--- src/rtl/key_event_encoder.sv ---
// Debounced key scanner: reports the held priority key and queues press/release
// events in a small show-ahead FIFO with a valid/ready handshake.
module key_event_encoder #(
  parameter int N_KEYS     = 48,
  parameter int CODE_W     = 6,
  parameter int DEB_CYCLES = 4,
  parameter int FIFO_DEPTH = 4,
  parameter int LOW_FIRST  = 1
) (
  input  logic              clk,
  input  logic              rst,
  input  logic [N_KEYS-1:0] key,
  output logic [CODE_W-1:0] held_code,
  output logic              held_valid,
  output logic              evt_valid,
  input  logic              evt_ready,
  output logic [CODE_W-1:0] evt_code,
  output logic              evt_press
);

  localparam int CNT_W = $clog2(DEB_CYCLES) + 1;
  localparam int AW    = (FIFO_DEPTH > 1) ? $clog2(FIFO_DEPTH) : 1;

  logic [N_KEYS-1:0] s1_q, s2_q;
  logic [N_KEYS-1:0] deb_q, deb_d;
  logic [N_KEYS-1:0] pend_q, pend_d;
  logic [N_KEYS-1:0] flip;
  logic [N_KEYS-1:0] svc_mask;
  logic [CNT_W-1:0]  cnt_q [N_KEYS];
  logic [CNT_W-1:0]  cnt_d [N_KEYS];

  logic [CODE_W-1:0] held_code_q;
  logic              held_valid_q;

  logic [CODE_W:0]   mem_q [FIFO_DEPTH];
  logic [AW-1:0]     wr_ptr_q, rd_ptr_q;
  logic [AW:0]       count_q, count_d;

  logic [CODE_W-1:0] svc_code;
  logic              svc_press;
  logic              full, push, pop;

  // Priority encode; yields N_KEYS when no bit is set.
  function automatic logic [CODE_W-1:0] prio_enc(input logic [N_KEYS-1:0] v);
    logic [CODE_W-1:0] idx;
    idx = CODE_W'(N_KEYS);
    if (LOW_FIRST != 0) begin
      for (int i = N_KEYS - 1; i >= 0; i--) begin
        if (v[i]) idx = CODE_W'(i);
      end
    end else begin
      for (int i = 0; i < N_KEYS; i++) begin
        if (v[i]) idx = CODE_W'(i);
      end
    end
    return idx;
  endfunction

  always_comb begin
    deb_d = deb_q;
    flip  = '0;
    for (int i = 0; i < N_KEYS; i++) begin
      cnt_d[i] = '0;
      if (s2_q[i] != deb_q[i]) begin
        if (cnt_q[i] == CNT_W'(DEB_CYCLES - 1)) begin
          deb_d[i] = s2_q[i];
          flip[i]  = 1'b1;
        end else begin
          cnt_d[i] = cnt_q[i] + CNT_W'(1);
        end
      end
    end
  end

  // A bit serviced and flipped on the same edge stays pending for the opposite event.
  always_comb begin
    svc_code  = prio_enc(pend_q);
    full      = (count_q == (AW+1)'(FIFO_DEPTH));
    pop       = (count_q != '0) && evt_ready;
    push      = (|pend_q) && (!full || pop);
    svc_mask  = push ? (N_KEYS'(1) << svc_code) : '0;
    svc_press = |(deb_q & svc_mask);
    pend_d    = (pend_q & ~svc_mask) ^ flip;
    count_d   = count_q;
    if (push && !pop) count_d = count_q + (AW+1)'(1);
    if (pop && !push) count_d = count_q - (AW+1)'(1);
  end

  always_ff @(posedge clk) begin
    if (rst) begin
      s1_q         <= '0;
      s2_q         <= '0;
      deb_q        <= '0;
      pend_q       <= '0;
      held_code_q  <= CODE_W'(N_KEYS);
      held_valid_q <= 1'b0;
      wr_ptr_q     <= '0;
      rd_ptr_q     <= '0;
      count_q      <= '0;
      for (int i = 0; i < N_KEYS; i++) cnt_q[i] <= '0;
    end else begin
      s1_q         <= key;
      s2_q         <= s1_q;
      deb_q        <= deb_d;
      pend_q       <= pend_d;
      held_code_q  <= prio_enc(deb_q);
      held_valid_q <= |deb_q;
      count_q      <= count_d;
      if (push) wr_ptr_q <= wr_ptr_q + AW'(1);
      if (pop)  rd_ptr_q <= rd_ptr_q + AW'(1);
      for (int i = 0; i < N_KEYS; i++) cnt_q[i] <= cnt_d[i];
    end
  end

  // Storage needs no reset: outputs are masked while the FIFO is empty.
  always_ff @(posedge clk) begin
    if (push) mem_q[wr_ptr_q] <= {svc_code, svc_press};
  end

  assign held_code  = held_code_q;
  assign held_valid = held_valid_q;
  assign evt_valid  = (count_q != '0);
  assign evt_code   = evt_valid ? mem_q[rd_ptr_q][CODE_W:1] : '0;
  assign evt_press  = evt_valid ? mem_q[rd_ptr_q][0] : 1'b0;

endmodule
--- config.mk ---
export PLATFORM = sky130hd
export DESIGN_NAME = key_event_encoder
export DESIGN_NICKNAME = d
export VERILOG_FILES = /design/src/rtl/key_event_encoder.sv
export SDC_FILE = /design/constraint.sdc
export NUM_CORES = 1
export LEC_CHECK = 0
export CAP_MARGIN = 10
export CORE_AREA = 2 2 204 206
export CTS_CLUSTER_DIAMETER = 50
export DETAILED_ROUTE_END_ITERATION = 6
export DIE_AREA = 0 0 206 208
export GPL_ROUTABILITY_DRIVEN = 0
export PLACE_DENSITY = 0.58
export SYNTH_ARGS = -nofsm -noshare
export SYNTH_HDL_FRONTEND = slang
export SYNTH_SLANG_ARGS = --single-unit
--- constraint.sdc ---
create_clock -name clk -period 2.99 [get_ports clk]
set_input_delay 0.598 -clock clk [delete_from_list [all_inputs] [get_ports clk]]
set_output_delay 0.598 -clock clk [all_outputs]
set_load 0.005 [all_outputs]
==> key figures <==
STA
  • Fin crit share: 0.9590
  • Clock skew: 0.01515 ns
  • Relative slew slack: 0.5613
  • Measured slew at the worst slew-check pin: 0.6530 ns
  • Final hold violations: 0
  • Minimum clock period: 2.868 ns
  • Endpoints failing setup: 0
  • Max-slew violations: 0
  • Fmax: 348.7 MHz
  • Final WS setup: 0.1225 ns
  • Hold Worst Slack: 0.4142 ns

Floorplan
  • Die width: 206 um
  • DIE AREA: 42,850 um2
  • IO Pins: 66
  • Area of the core: 40,550 um2
  • Initial Util: 0.3947
  • Rows: 74
  • Die span in y: 208 um

Flow run
  • Max Cap Violations: 0

Power
  • Power per cell area: 548.6 nW/um2
  • Leak Pwr: 7.327 nW
  • Tot Pwr: 0.01061 W
  • Max VDD drop: 0.3336 mV

Global route
  • Vias in the first global route: 11.01k
  • Largest net degree at the start of global routing: 92
  • Most Crowded Layer GR: met2
  • Initial antenna violation count: 0
  • Met3 global-route usage: 0.03352
  • M1 GR Usage: 0.2158
  • Congestion Overflow GR: 0
  • Met2 usage in global routing: 0.2597
  • Total global routing track utilization: 0.1623
  • First-pass GRT wire length: 55.65 mm

Setup path
  • Setup crit end: mem_q[0][0]
  • CP Class: reg2reg
  • CP cell instances: or4_4, nand4bb_1, and4b_1, nor2b_4, nand3_1, o21ai_2, a2111oi_4, a211o_1, nand4_1
  • CP arrival: 3.10 ns
  • CP max-delay cell: or4_4
  • Max Fanout on Critical Path: 4
  • RR Endpoint: mem_q[0][0]
  • Crit path launch type: flip-flop
  • FF-to-FF setup slack: 0.12 ns
  • Required @ worst endpoint: 3.22 ns
  • Max stage delay on crit path: 0.57 ns
  • RR Startpoint: pend_q[44]
  • Critical Path Source: pend_q[44]
  • Critical path capture point type: flip-flop
  • Worst r2r path cells: 9

Min path
  • Hold Crit Class: reg2reg

Synth
  • Yosys reg bits: 380
  • EDFF count, synth: 28
  • Syn_area_per_cell: 9.833 um2
  • Post-Synthesis Cell Area: 16,010 um2
  • Post-Synth Adder-Cell Area: 0.08019
  • Fraction of registers with async set/reset: 0
  • Yosys cell types: 85
  • XOR/XNOR Fraction of Synth Area: 0.05526
  • Cells after synthesis: 1,628
  • Post-synthesis compound-gate area fraction: 0.07300
  • Seq/Total Area, Yosys: 0.4927
  • YS warnings: 0
  • Ys flop type: dfxtp_1
  • Syn nets: 1,781
  • Largest family of logic cells by synthesized area: simple AND/OR/NAND/NOR gates
  • Post-Synth Simple-Gate Area: 0.2098
  • Fraction of synthesized area in multiplexers: 0.04447

Status
  • Status: complete, no violations

Finish
  • Finished Layout Cells: 2,338
  • Ant diodes: 0
  • Final net count: 1,928
  • Share of cells above drive strength 1: 0.1307
  • Post-route cell area: 19,340 um2
  • Area delta synth->final: 20.84%

Route
  • Vias per std cell: 4.867
  • DRT Pass-1 Iters: 5
  • Initial DRC count: 662
  • Vias: 11.38k
  • Avg WL per Cell: 14.70 um
  • DRC Markers: 0
  • Drt total wl: 34.36 mm
  • Antenna Violating Nets Remaining: 0

Placed design
  • Dpl ws: -0.2967 ns
  • DP Area: 17,690 um2
  • DP Wirelength: 25.16 mm
  • PortBufs: 65
  • Cells after DPL: 2,250

Clocking
  • CTS tree: built
  • Clk Latency, worst-skew pair: 0.56 ns
  • Sink Count: 380
  • CTS Buf Count: 43
  • Clock root buffer: clkbuf_16
  • CTS clock-pin slew for the worst setup and hold paths: 0.06 ns
  • CTS H-tree depth: 2
  • Clock Tree Buf Depth: 3
  • # hold bufs at CTS: 0
## layout by cell type, fill, tap and decap left out, types with 5 or more instances in the layout
cell,instances
ha_1,101
nor3_1,21
o211ai_1,5
dfxtp_1,348
nor2b_1,101
mux2i_1,52
nand4_1,6
or3_1,51
o21ai_2,13
a21oi_1,31
edfxtp_1,28
o21ai_0,28
buf_4,84
mux4_2,7
or4_1,6
nor4_4,6
inv_1,126
clkbuf_1,9
nand2_1,21
a211oi_1,5
and2_1,13
o31ai_1,24
nand2_2,5
o31ai_2,7
nand3_1,10
clkbuf_16,45
or4_4,5
nor4_2,5
clkdlybuf4s50_1,64
nor4_1,14
clkbuf_8,7
nor2_1,301
clkinv_2,7
xnor2_1,98
nand2b_1,54
## synthesized netlist by cell type, types with 4 or more instances
library cell / count / share of area
dfxtp_1: 352 / 0.44
nand3_1: 10 / 0.0031
nand2b_1: 54 / 0.021
o31ai_2: 6 / 0.0047
nand2_1: 22 / 0.0052
nand4_1: 6 / 0.0023
o211ai_1: 5 / 0.0023
or3_1: 51 / 0.020
o21ai_0: 29 / 0.0091
o31ai_1: 25 / 0.012
nand2_2: 4 / 0.0016
buf_1: 6 / 0.0014
or4_1: 9 / 0.0042
a21oi_1: 31 / 0.0097
nor3_1: 22 / 0.0069
mux2i_1: 52 / 0.033
and3_1: 4 / 0.0016
o21ai_1: 5 / 0.0016
nor4_2: 4 / 0.0031
xnor2_1: 98 / 0.054
nor2_1: 301 / 0.071
clkbuf_1: 36 / 0.0084
nor4_1: 18 / 0.0070
mux4_2: 7 / 0.0098
a211oi_1: 5 / 0.0023
ha_1: 101 / 0.079
nor2b_1: 102 / 0.040
edfxtp_1: 28 / 0.053
a31oi_1: 4 / 0.0016
o21ai_2: 10 / 0.0055
and2_1: 13 / 0.0051
inv_1: 126 / 0.030
buf_6: 4 / 0.0028
## sequential cells by signal, indices dropped and copies added, names as in the netlist, named ones only
| register | flops |
|---|---|
| cnt_q | 144 |
| count_q | 3 |
| deb_q | 48 |
| held_code | 6 |
| held_valid | 1 |
| mem_q | 28 |
| pend_q | 48 |
| rd_ptr_q | 2 |
| s1_q | 48 |
| s2_q | 48 |
| wr_ptr_q | 2 |
## through the flow
stage	TNS, ns	util
4_1_cts	0	0.4711
6_report	0	0.4770
2_1_floorplan	0	-
3_5_place_dp	-1.247	0.4363
5_1_grt	-0.1452	0.4770
3_3_place_gp	-0.7936	0.4363
## worst max-delay path: cells and delay by family, from the launching register on
family / cells / cell delay [ns]
simple gates: 6 / 1.66
compound gates: 3 / 0.55
flops: 1 / 0.33
## per-layer routing
metal,up-vias,wire length (um)
li1,5741,-
met4,0,1082
met5,-,0
met2,279,15460
met3,75,1972
met1,5284,15850
## cell families (layout without fill, tap and decap cells)
logic type                 Yosys count  in the layout
buffers and inverters              179            356
AOI/OAI and AO/OA                  162            163
xor gates and xnor gates           101            101
muxes                               62             62
DFF                                380            380
and+or+nand+nor                    642            642
adders and majority gates          102            102
## layout make-up
| type | count | area (um2) |
|---|---|---|
| clock inverters | 15 | 152.6 |
| repair buffers | 152 | 1336 |
| multi-input cells | 1070 | 7561 |
| clock buffers | 61 | 1250 |
| inverters | 128 | 485.5 |
| flip-flops and latches | 380 | 7893 |
| well taps | 532 | 665.6 |
| fillers | 3857 | 21210 |
## repair_timing
action                     4_1_cts  5_1_grt
pin swaps                        0       15
resized for setup                2       31
cloned                           0        1
setup endpoints to repair        8        5
setup buffers                    0       11
## where the power goes
group	switching [W]	total (W)	internal [W]	leakage, nW
clock	0.00202	0.00512	0.00310	0.691
sequential	0.0000370	0.00524	0.00520	3.11
combinational	0.000113	0.000258	0.000145	3.52
## worst min-delay path by stage
stage / startpoint / end / slack, ns / cells past startpoint
2_1_floorplan: cnt_q[0][0] / cnt_q[0][0] / 0.40 / 1
3_3_place_gp: cnt_q[1][21] / cnt_q[1][21] / 0.41 / 1
3_5_place_dp: cnt_q[1][36] / cnt_q[1][36] / 0.41 / 1
4_1_cts: cnt_q[1][36] / cnt_q[1][36] / 0.42 / 1
5_1_grt: cnt_q[1][36] / cnt_q[1][36] / 0.42 / 1
6_report: cnt_q[1][0] / cnt_q[1][0] / 0.41 / 1
Note: power is estimated with default switching activity, not from simulation.
